**src/rtl/ps2_host_tx_pkg.sv**
```systemverilog
// Shared PS/2 definitions: transmitter state encoding, common keyboard
// command bytes and the odd-parity helper used when a byte is loaded.
package ps2_host_tx_pkg;

    typedef enum logic [2:0] {
        ST_IDLE      = 3'd0,
        ST_INHIBIT   = 3'd1,
        ST_REQ       = 3'd2,
        ST_BITS      = 3'd3,
        ST_ACK       = 3'd4,
        ST_WAIT_IDLE = 3'd5
    } state_t;

    localparam logic [7:0] CMD_SET_LEDS = 8'hED;
    localparam logic [7:0] CMD_ENABLE   = 8'hF4;
    localparam logic [7:0] CMD_RESET    = 8'hFF;

    // Parity bit that makes the total count of ones in data+parity odd.
    function automatic logic oddParity(input logic [7:0] i_data);
        return ~^i_data;
    endfunction

endpackage

```
**src/rtl/ps2_line_sync.sv**
```systemverilog
// Two-flop synchronizers for the PS/2 clock and data pads plus a one-cycle
// falling-edge strobe on the synchronized clock. Shared with the receiver.
module ps2_line_sync (
    input  logic i_clk,
    input  logic i_rst_n,
    input  logic i_ps2Clk,
    input  logic i_ps2Data,
    output logic o_clkSync,
    output logic o_dataSync,
    output logic o_fallEdge
);

    logic [1:0] r_clkSync;
    logic [1:0] r_dataSync;
    logic       r_clkPrev;

    // Synchronize both lines; reset to 1 so a released bus shows no edge.
    always_ff @(posedge i_clk or negedge i_rst_n) begin
        if (!i_rst_n) begin
            r_clkSync  <= 2'b11;
            r_dataSync <= 2'b11;
            r_clkPrev  <= 1'b1;
        end else begin
            r_clkSync  <= {r_clkSync[0], i_ps2Clk};
            r_dataSync <= {r_dataSync[0], i_ps2Data};
            r_clkPrev  <= r_clkSync[1];
        end
    end

    assign o_clkSync  = r_clkSync[1];
    assign o_dataSync = r_dataSync[1];
    assign o_fallEdge = r_clkPrev & ~r_clkSync[1];

endmodule

```
**src/rtl/ps2_host_tx.sv**
```systemverilog
// PS/2 host-to-device transmitter: inhibit, request-to-send, 8 data bits
// LSB first, odd parity, stop, then checks the device ACK and waits for idle.
module ps2_host_tx
    import ps2_host_tx_pkg::*;
#(
    parameter int counterBits   = 16,
    parameter int inhibitCycles = 1200,
    parameter int timeoutCycles = 24000
) (
    input  logic       clk,
    input  logic       reset,
    input  logic       ps2Clk,
    input  logic       ps2Data,
    output logic       ps2ClkOe,
    output logic       ps2DataOe,
    input  logic [7:0] txData,
    input  logic       start,
    output logic       busy,
    output logic       done,
    output logic       ackError,
    output logic       timeout
);

    localparam logic [counterBits-1:0] INHIBIT_LAST = counterBits'(inhibitCycles - 1);
    localparam logic [counterBits-1:0] TIMEOUT_LAST = counterBits'(timeoutCycles - 1);

    state_t                 r_state;
    state_t                 w_next;
    logic [3:0]             r_bitCnt;
    logic [9:0]             r_shift;
    logic [counterBits-1:0] r_cnt;
    logic                   r_dataOe;
    logic                   r_done;
    logic                   r_ackError;
    logic                   r_timeout;

    logic w_clkSync;
    logic w_dataSync;
    logic w_fallEdge;
    logic w_expired;
    logic w_accept;
    logic w_shiftBit;
    logic w_done;
    logic w_ackErr;
    logic w_tmo;

    ps2_line_sync u_sync (
        .i_clk      (clk),
        .i_rst_n    (reset),
        .i_ps2Clk   (ps2Clk),
        .i_ps2Data  (ps2Data),
        .o_clkSync  (w_clkSync),
        .o_dataSync (w_dataSync),
        .o_fallEdge (w_fallEdge)
    );

    // A device edge in the same cycle as expiry takes priority over the timeout.
    assign w_expired = (r_cnt == TIMEOUT_LAST) && !w_fallEdge;

    // State register; async reset drops the frame and releases both lines.
    always_ff @(posedge clk or negedge reset) begin
        if (!reset) r_state <= ST_IDLE;
        else        r_state <= w_next;
    end

    // Next-state decode and per-cycle event strobes.
    always_comb begin
        w_next     = r_state;
        w_accept   = 1'b0;
        w_shiftBit = 1'b0;
        w_done     = 1'b0;
        w_ackErr   = 1'b0;
        w_tmo      = 1'b0;
        case (r_state)
            ST_IDLE: begin
                if (start) begin
                    w_accept = 1'b1;
                    w_next   = ST_INHIBIT;
                end
            end
            ST_INHIBIT: begin
                if (r_cnt == INHIBIT_LAST) w_next = ST_REQ;
            end
            ST_REQ: w_next = ST_BITS;
            ST_BITS: begin
                if (w_fallEdge) begin
                    w_shiftBit = 1'b1;
                    if (r_bitCnt == 4'd9) w_next = ST_ACK;
                end else if (w_expired) begin
                    w_tmo  = 1'b1;
                    w_next = ST_IDLE;
                end
            end
            ST_ACK: begin
                if (w_fallEdge) begin
                    if (w_dataSync) begin
                        w_ackErr = 1'b1;
                        w_next   = ST_IDLE;
                    end else begin
                        w_next = ST_WAIT_IDLE;
                    end
                end else if (w_expired) begin
                    w_tmo  = 1'b1;
                    w_next = ST_IDLE;
                end
            end
            ST_WAIT_IDLE: begin
                if (w_clkSync && w_dataSync) begin
                    w_done = 1'b1;
                    w_next = ST_IDLE;
                end else if (w_expired) begin
                    w_tmo  = 1'b1;
                    w_next = ST_IDLE;
                end
            end
            default: w_next = ST_IDLE;
        endcase
    end

    // Control datapath: cycle counter, bit counter, data drive and result pulses.
    always_ff @(posedge clk or negedge reset) begin
        if (!reset) begin
            r_cnt      <= '0;
            r_bitCnt   <= 4'd0;
            r_dataOe   <= 1'b0;
            r_done     <= 1'b0;
            r_ackError <= 1'b0;
            r_timeout  <= 1'b0;
        end else begin
            if (w_fallEdge || (w_next != r_state)) r_cnt <= '0;
            else if (r_state != ST_IDLE)           r_cnt <= r_cnt + 1'b1;

            if (r_state == ST_REQ) r_bitCnt <= 4'd0;
            else if (w_shiftBit)   r_bitCnt <= r_bitCnt + 4'd1;

            // Start bit is driven from REQ and held until the first device edge.
            if (w_next == ST_REQ)       r_dataOe <= 1'b1;
            else if (w_shiftBit)        r_dataOe <= ~r_shift[0];
            else if (w_next != ST_BITS) r_dataOe <= 1'b0;

            r_done     <= w_done;
            r_ackError <= w_ackErr;
            r_timeout  <= w_tmo;
        end
    end

    // Frame shifter {stop, parity, data}; pure data, loaded on accept.
    always_ff @(posedge clk) begin
        if (w_accept)        r_shift <= {1'b1, oddParity(txData), txData};
        else if (w_shiftBit) r_shift <= {1'b1, r_shift[9:1]};
    end

    assign ps2ClkOe  = (r_state == ST_INHIBIT) || (r_state == ST_REQ);
    assign ps2DataOe = r_dataOe;
    assign busy      = (r_state != ST_IDLE);
    assign done      = r_done;
    assign ackError  = r_ackError;
    assign timeout   = r_timeout;

endmodule

```
**config.mk**
```make
export PLATFORM = sky130hd
export DESIGN_NAME = ps2_host_tx
export DESIGN_NICKNAME = d
export VERILOG_FILES = /design/src/rtl/ps2_host_tx_pkg.sv /design/src/rtl/ps2_line_sync.sv /design/src/rtl/ps2_host_tx.sv
export SDC_FILE = /design/constraint.sdc
export NUM_CORES = 1
export LEC_CHECK = 0
export ABC_CLOCK_PERIOD_IN_PS = 4000
export CAP_MARGIN = 5
export CORE_ASPECT_RATIO = 0.5
export CORE_UTILIZATION = 35
export CTS_CLUSTER_DIAMETER = 30
export CTS_CLUSTER_SIZE = 20
export DETAILED_ROUTE_END_ITERATION = 10
export SETUP_SLACK_MARGIN = 0.15
export SLEW_MARGIN = 20
export SYNTH_ARGS = -nofsm -noshare
export SYNTH_HDL_FRONTEND = slang
export SYNTH_SLANG_ARGS = --single-unit
export TNS_END_PERCENT = 5
```
**constraint.sdc**
```tcl
create_clock -name clk -period 4 [get_ports clk]
set_input_delay 1 -clock clk [delete_from_list [all_inputs] [get_ports clk]]
set_output_delay 1 -clock clk [all_outputs]
set_load 0.05 [all_outputs]
```
# Yosys cells after proc, flatten, opt, wreduce, memory -nomap -nowiden
# Index checks and enable logic that the tools add are counted.
classes:
  add_sub_neg: 2
  n_eq_ne: 11
  mux: 31
  n_bitwise: 3
  n_reduce_logical: 13
ops:
  columns: ["operator", "count"]
  rows:
  - ["16-bit 2-to-1 mux", 2]
  - ["3-bit 2-to-1 mux", 8]
  - ["9-bit 2-to-1 mux", 2]
  - ["3-bit one-hot mux with 6 select lines", 1]
  - ["16-bit by 1-bit adder with 16-bit output (second input constant)", 1]
  - ["16-bit by 11-bit == test with 1-bit output (second input constant)", 1]
  - ["16-bit by 15-bit == test with 1-bit output (second input constant)", 1]
  - ["1-bit 2-to-1 mux", 15]
  - ["3-bit by 2-bit == test with 1-bit output (second input constant)", 3]
  - ["4-bit 2-to-1 mux", 2]
  - ["8-bit XNOR reduction", 1]
  - ["3-bit == test (second input constant)", 2]
  - ["2-bit nonzero test", 3]
  - ["3-bit nonzero test", 2]
  - ["4-bit by 1-bit adder with 4-bit output (second input constant)", 1]
  - ["4-bit == test (second input constant)", 1]
  - ["3-bit by 1-bit == test with 1-bit output (second input constant)", 1]
  - ["3-bit logical NOT", 1]
  - ["3-bit by 2-bit != test with 1-bit output (second input constant)", 1]
  - ["3-bit != test", 1]
  - ["1-bit logical AND", 2]
  - ["1-bit logical OR", 2]
  - ["1-bit NOT", 2]
  - ["1-bit one-hot mux with 2 select lines", 1]
  - ["3 further kinds", 3]
word_totals:
  reg_bits: 41
  in_bits: 13
  out_inout_bits: 6
  elab_cells: 71

# Longest topological paths before layout
# Gate-level depths: netlist (run 1).
logic_depth:
  ltp_word: 11
  ltp_mapped: 7
  ltp_nobuf: 6

# Hierarchy
# A second synthesis (run 1) with hierarchy kept.
unflattened:
  cells_unflattened: 202
  hier_area_um2: 2194.6
by_module_without_submodules:
  columns: ["mod", "instances", "cells_each", "area_each_um2"]
  rows:
  - ["ps2_host_tx", 1, 196, 2049.5]
  - ["ps2_line_sync", 1, 6, 145.1]

# Worst setup path before layout (run 1)
# No wires, ideal clock.
synth_path:
  path_kind: "register -> output"
  start: "register r_state[1]"
  end: "output ps2ClkOe"
  arrival_ns: 1.285
  setup_slack_ns: 1.715
  stages_incl_launch_ff: 4
  path_buffers: 1
  cell_sequence: "dfrtp_1 > clkbuf_8 > or3_1 > nand2_1"
synth_via:
  elab_chain_len: 2
  elab_cells_between_ends: 3
synth_rtl:
  columns: ["item", "line", "rtl"]
  rows:
  - ["start: declaration", "ps2_host_tx.sv:27", "state_t r_state;"]
  - ["start signal: assignment", "ps2_host_tx.sv:63", "else r_state <= w_next;"]
  - ["3-bit by 1-bit == test with 1-bit output / 3-bit by 2-bit == test with 1-bit output (equally long branches)", "ps2_host_tx.sv:153", "assign ps2ClkOe = (r_state == ST_INHIBIT) || (r_state == ST_REQ);"]
  - ["1-bit logical OR (*)", "ps2_host_tx.sv:153", null]
  - ["end: declaration", "ps2_host_tx.sv:14", "output logic ps2ClkOe,"]
# Every way passes the cells marked *; elsewhere a longest branch is shown, timed or not.

# Final worst setup path (run 1)
layout_path:
  start: "register r_state[0]"
  end: "output ps2ClkOe"
# The elaborated chain is that of the path after synthesis.

==> results of run 1 <==
-- power by group through the flow --
stage / combinational (mW) / sequential, mW / clock, mW
after floorplan: 0.0836 / 0.472 / 0
after detailed placement: 0.115 / 0.479 / 0
after global routing: 0.130 / 0.475 / 0.410
after global placement: 0.114 / 0.477 / 0
after CTS: 0.116 / 0.471 / 0.391
final: 0.115 / 0.471 / 0.381
-- cells by family after synthesis --
family | after synthesis | synth area share
XOR/XNOR | 18 | 0.0698
AND/OR/NAND/NOR | 69 | 0.186
adder cells (fa/ha/maj) | 3 | 0.0166
AO/OA/AOI/OAI | 43 | 0.157
multiplexers | 8 | 0.0399
buffers and inverters | 15 | 0.0543
flip-flops | 41 | 0.477
-- metrics by stage --
| step | utilization | hold WS [ns] |
|---|---|---|
| 2_1_floorplan | - | 0.345 |
| 3_3_place_gp | 0.399 | 0.346 |
| 3_5_place_dp | 0.399 | 0.347 |
| 4_1_cts | 0.421 | 0.360 |
| 5_1_grt | 0.421 | 0.362 |
| 6_report | 0.421 | 0.357 |
-- cells in the final DEF (no fill, tap or decap), types with 2 or more instances in the layout --
cell type        instances
nand3_2                  2
ha_1                     3
xnor2_1                  9
clkbuf_16                5
clkdlybuf4s50_1         18
clkinv_2                 2
o21ai_0                  6
xor2_1                   9
nand2b_1                 4
dfrtp_1                 27
and2_1                   3
a221oi_2                 2
o31ai_1                  5
a211o_1                  2
or4_4                    2
o22ai_1                  2
inv_1                    4
nor2_1                   5
nor2b_1                  4
mux2_2                   8
nand3b_1                 2
nand2_1                 14
nand3_1                 10
a221oi_1                 6
a211oi_1                 9
nor4_1                   3
nor3_1                   4
a21oi_1                  2
edfxtp_1                 9
a21o_1                   2
or4_1                    3
nand4_1                  4
dfstp_2                  5
-- state kept, by name, summed over array words and instances, names as in the netlist --
name,cells
r_cnt,16
r_bitCnt,4
ps2DataOe,1
ackError,1
u_sync.r_clkPrev,1
r_shift,9
u_sync.r_clkSync,2
u_sync.r_dataSync,2
timeout,1
r_state,3
done,1
-- path summary, 6_finish.rpt --
path,start,endpoint
hold reg to reg,u_sync.r_clkSync[0]$_DFF_PN1_,u_sync.r_clkSync[1]$_DFF_PN1_
setup / recovery,r_state[0]$_DFF_PN0_,ps2ClkOe
min in group asynchronous,reset,r_cnt[2]$_DFFE_PN0P_
max in group asynchronous,reset,u_sync.r_clkPrev$_DFF_PN1_
setup reg to reg,r_state[0]$_DFF_PN0_,r_shift[8]$_SDFFCE_PN1P_
hold / removal,u_sync.r_clkSync[0]$_DFF_PN1_,u_sync.r_clkSync[1]$_DFF_PN1_
-- final cells by class --
class                      instances  area share
clock buffer                       6      0.0497
sequential                        41       0.416
timing repair buffer              19      0.0724
tap                               88      0.0425
inverter                           5     0.00724
multi-input combinational        141       0.409
clock inverter                     2     0.00386
-- routing by layer --
| metal | wire [um] | share of wire |
|---|---|---|
| met2 | 1980 | 0.43 |
| met4 | 0 | 0 |
| met1 | 2500 | 0.54 |
| met5 | 0 | 0 |
| met3 | 160 | 0.035 |
==> qor.txt, run 1 <==
Root Buffer Master -> clkbuf_16
Yosys top cell area share -> 0.299
Slew headroom -> 0.428
Clock slew at reported path FFs -> 0.06 ns
Met1 Resource Use GR -> 0.238
Post-DP HPWL -> 3.11 mm
Area of the multi-input gates -> 1060 um^2
Critical path class -> reg -> out
Clock power frac -> 0.394
CP Data Required Time -> 3.00 ns
First-pass GRT wire length -> 7.99 mm
Register area -> 1080 um^2
Worst-path fanout max -> 13
Worst slack, placed -> 0.901 ns
Crit start category -> register
Vias in the first global route -> 1538
Total grt overflow -> 0
CP Depth -> 4
Mapped cell area -> 2260 um^2
Via count -> 1574
DR DRC count -> 0
Cell variety after synth -> 51
Post-Syn Instances -> 197
Post-route setup TNS -> 0 ns
Max-Cap Viols -> 0
DRT Pass-1 Iters -> 4
Port-buffer cells -> 18
Hold WC Path Type -> reg -> reg
Post-synthesis sequential area ratio -> 0.477
Vias per inst -> 5.21
Worst EP arrival -> 2.41 ns
Ant diodes -> 0
Worst path cell trace -> inv_1 -> or3_1 -> nand2_1 -> clkdlybuf4s50_1
Met3 global-route usage -> 0.0319
Pwr Total -> 0.967 mW
Async S/R FF share, synth -> 0.780
Post-synth EDFFs -> 9
Layout Cells excl Fill -> 302
Cts repair resizes -> 0
Peak supply drop -> 198 uV
Most common cell in the netlist -> dfrtp_1
Main synth FF type -> dfrtp_1
Die Wd -> 116 um
Switching pwr -> 0.234 mW
Starting Density -> 0.367
Hold-fix buffers, CTS -> 0
Clk_lat worst skew -> 0.28 ns
RSZ-0062 raised after global routing -> false
Comb pwr share -> 0.119
Number of cells after detailed placement -> 294
Die area -> 6800 um^2
Nets@finish -> 229
Syn. warnings -> 0
Final Setup Violations -> 0
Seq pwr share -> 0.487
Layout cell share with drive strength beyond 1 -> 0.173
GRT busiest layer -> met1
Fmax -> 293 MHz
Fill count -> 605
Mean Syn Cell Area -> 11.5 um^2
Internal power -> 0.733 mW
Cell count of the worst reg-to-reg path -> 3
Layout area overhead -> 14.7%
Max Slew Vio Count -> 0
Routed wire per std cell -> 15.4 um
Worst path max stage delay -> 0.79 ns
CTS tree -> yes
H-tree depth -> 2
Cells on Worst Hold Path -> 0
Largest net degree at the start of global routing -> 33
FP Rows -> 20
DIE HEIGHT -> 58.8 um
Clk sink count -> 41
Post-CTS Setup Repair Bufs -> 0
Setup crit end kind -> output port
Clk_skew -> 0.00625 ns
Clock Path Buffers -> 2
Tmin final -> 3.41 ns
Post-route ant nets -> 0
Synth top area cells -> dfrtp_1 (30%), edfxtp_1 (12%), dfstp_2 (5.8%), mux2_2 (4.0%), xnor2_1 (3.5%)
Largest area contributor in the netlist -> dfrtp_1
R2R Setup Slk -> 1.74 ns
Syn_nets -> 213
CTS buffer count -> 5
CP Buf/Inv Count -> 2
Power Dens Cells -> 373 nW/um^2
Switching Share -> 0.242
Outcome -> finished clean
Post-Layout Inst Area -> 2590 um^2
Met2 Resource Use GR -> 0.218
I/O pin cnt -> 19
CP max-delay cell -> clkdlybuf4s50_1
Cell family with most CP delay -> buffers and inverters
Yosys reg bits -> 41
Final worst slack -> 0.587 ns
Leak -> 0.963 nW
Placement Cell Area -> 2450 um^2
Core Box Area -> 6160 um^2
Hold Violations, Final -> 0
Routability cong. -> 0.828
Iter 0 DRT Violations -> 113
Post-synth top cells -> dfrtp_1 (27), nand2_1 (14), nand3_1 (10)
Initial antenna violation count -> 0
Worst slew pin tran -> 0.856 ns
Routed wire length -> 4.64 mm
Post-route clock period utilization -> 0.853
Gr usage total -> 0.153
(Power assumes the default switching activity.)
==> run 2: changes to the inputs <==
--- a/config.mk
+++ b/config.mk
@@ -6,7 +6,7 @@
 export NUM_CORES = 1
 export LEC_CHECK = 0
 export ABC_CLOCK_PERIOD_IN_PS = 4000
-export CAP_MARGIN = 5
+export CAP_MARGIN = 0
 export CORE_ASPECT_RATIO = 0.5
 export CORE_UTILIZATION = 35
 export CTS_CLUSTER_DIAMETER = 30
==> results of run 2 <==
Final layout, timing and power as in run 1 (identical DEF).
==> run 3: changes to the inputs <==
--- a/config.mk
+++ b/config.mk
@@ -5,7 +5,7 @@
 export SDC_FILE = /design/constraint.sdc
 export NUM_CORES = 1
 export LEC_CHECK = 0
-export ABC_CLOCK_PERIOD_IN_PS = 4000
+export ABC_CLOCK_PERIOD_IN_PS = 2800
 export CAP_MARGIN = 0
 export CORE_ASPECT_RATIO = 0.5
 export CORE_UTILIZATION = 35
==> constraint.sdc (replaced) <==
create_clock -name clk -period 2.8 [get_ports clk]
set_input_delay 0.7 -clock clk [delete_from_list [all_inputs] [get_ports clk]]
set_output_delay 0.7 -clock clk [all_outputs]
set_load 0.05 [all_outputs]
==> run 3 against run 2 <==
  * Clock power up 43%
  * Clock skew down 0.0020 ns
  * Power increased by 44%
  * Critical path type unchanged
  * Largest cell class unchanged
==> qor.txt, run 3 (synthesis gave the netlist of run 1 again) <==
Peak supply drop -> 243 uV (+23%)
Die Wd -> 116 um (unchanged)
Layout cell share with drive strength beyond 1 -> 0.189 (+0.0160)
Hold Violations, Final -> 0 (unchanged)
Tmin final -> 2.39 ns
Worst Min Path Start -> u_sync.r_dataSync[0]$_DFF_PN1_
Vias per inst -> 5.30 (+1.7%)
Routed wire per std cell -> 15.2 um (-0.96%)
CP Buf/Inv Count -> 2 (unchanged)
Crit start category -> register
Layout Cells excl Fill -> 305 (+0.99%)
RSZ-0062 raised after global routing -> false
I/O pin cnt -> 19 (unchanged)
DRT Pass-1 Iters -> 4 (unchanged)
Ant diodes -> 0 (unchanged)
Via count -> 1616 (+2.7%)
Slew headroom -> 0.449 (+0.0212)
Starting Density -> 0.367 (unchanged)
Clk sink count -> 41 (unchanged)
Clk_skew -> 0.00422 ns (-0.00202 ns)
Leak -> 0.987 nW (+2.5%)
Layout area overhead -> 16.7%
Worst EP arrival -> 1.69 ns (-0.72 ns)
WHS Endpoint -> u_sync.r_dataSync[1]$_DFF_PN1_
Fmax -> 419 MHz
Final Setup Violations -> 0 (unchanged)
DIE HEIGHT -> 58.8 um (unchanged)
First-pass GRT wire length -> 7.94 mm (-0.69%)
Cells on Worst Hold Path -> 0 (unchanged)
CTS tree -> yes
Port-buffer cells -> 18 (unchanged)
Most flops, register -> r_cnt
Iter 0 DRT Violations -> 89 (-21%)
Clock Path Buffers -> 2 (unchanged)
CP Data Required Time -> 2.10 ns (-0.90 ns)
Nets@finish -> 232 (+1.3%)
CP max-delay cell -> dfrtp_1
Worst path max stage delay -> 0.48 ns (-0.31 ns)
Gr usage total -> 0.153 (about the same)
R2R Setup Slk -> 0.63 ns (-1.11 ns)
Post-DP HPWL -> 3.32 mm (+6.8%)
Clk_lat worst skew -> 0.28 ns (about the same)
Pwr Total -> 1.39 mW (+44%)
DR DRC count -> 0 (unchanged)
Vias in the first global route -> 1554 (+1.0%)
Largest net degree at the start of global routing -> 20 (-39%)
Outcome -> finished clean
H-tree depth -> 2 (unchanged)
Max Slew Vio Count -> 0 (unchanged)
Worst-path fanout max -> 10 (-3)
Initial antenna violation count -> 0 (unchanged)
Post-route clock period utilization -> 0.853
Cell count of the worst reg-to-reg path -> 5 (+2)
CTS buffer count -> 5 (unchanged)
Worst slew pin tran -> 0.824 ns (-0.0317 ns)
Setup crit end kind -> output port
Post-route setup TNS -> 0 ns (unchanged)
R2R Path End -> r_cnt[15]$_DFFE_PN0P_
Power Dens Cells -> 527 nW/um^2 (+41%)
Total grt overflow -> 0 (unchanged)
Start of the worst register-to-register path -> r_cnt[0]$_DFFE_PN0P_
Worst path cell trace -> nor3_1 -> inv_2 -> dlygate4sd2_1
Cell family with most CP delay -> buffers and inverters
Max-Cap Viols -> 0 (unchanged)
Max FFs per register -> 16 (unchanged)
Final Core Density -> 0.428 (+0.00711)
Post-CTS Setup Repair Bufs -> 0 (unchanged)
Critical path class -> reg -> out
Most frequent cells in the layout -> dfrtp_1 (27), clkdlybuf4s50_1 (16), nand2_1 (14)
Clock slew at reported path FFs -> 0.06 ns (about the same)
Core Box Area -> 6160 um^2 (unchanged)
Routed wire length -> 4.64 mm (about the same)
Largest regs -> r_cnt x16, r_shift x9, r_bitCnt x4
Commonest non-fill, non-tap cell in the layout -> dfrtp_1
Number of cells after detailed placement -> 297 (+1.0%)
Root Buffer Master -> clkbuf_16
FP Rows -> 20 (unchanged)
Die area -> 6800 um^2 (unchanged)
Post-route ant nets -> 0 (unchanged)
Routability cong. -> 0.812 (-1.9%)
Hold WC Path Type -> reg -> reg
-- run 3: layer usage --
layer  share of wire  wire length, um  up-vias  GRT usage
met5               0                0        -          0
met4          0.0045               21        0     0.0440
met3           0.040              184        3     0.0309
met2            0.42             1950       29      0.224
met1            0.53             2480      796      0.228
li1                -                -      788          -
-- run 3: worst reg2reg max path, cell delays in order, from the launching register on --
cell and delay (ns):
dfrtp_1 0.41, ha_1 0.25, nand3_1 0.15, nand4b_1 0.30
o211ai_2 0.74, a221oi_1 0.14
-- run 3: final cells by class --
class | instances | area [um^2]
sequential | 41 | 1080
timing repair buffer | 22 | 231
clock inverter | 2 | 10.0
clock buffer | 6 | 129
fill | 607 | 3520
inverter | 5 | 18.8
tap | 88 | 110
multi-input combinational | 141 | 1060
-- run 3: power breakdown --
part | internal [mW] | switching (mW)
sequential | 0.643 | 0.0253
clock | 0.327 | 0.216
combinational | 0.0832 | 0.0936
-- run 3: how the worst max path moves through the flow --
stage | startpoint | endpoint | slack (ns) | depth (start not counted)
after floorplan | r_state[1]$_DFF_PN0_ | ps2ClkOe | 0.81 | 3
after global placement | r_state[1]$_DFF_PN0_ | busy | 0.45 | 3
after detailed placement | start | r_shift[6]$_DFFE_PP_ | 0.39 | 3
after CTS | r_state[1]$_DFF_PN0_ | busy | 0.40 | 3
after global routing | r_state[1]$_DFF_PN0_ | busy | 0.26 | 3
final | r_state[1]$_DFF_PN0_ | busy | 0.41 | 3
-- run 3: stage by stage --
step	hold slack (ns)	setup slack, ns	cell area [um^2]
final	0.357	0.412	2640
after global routing	0.364	0.262	2640
after CTS	0.357	0.397	2640
after detailed placement	0.348	0.392	2500
after global placement	0.347	0.451	2500
after floorplan	0.345	0.815	2260
-- run 3: timing repair --
| action | in CTS | in global routing |
|---|---|---|
| hold endpoints to repair | 0 | 0 |
| resized for setup | 1 | 0 |
| setup endpoints to repair | 1 | 0 |
| hold buffers | 0 | 0 |
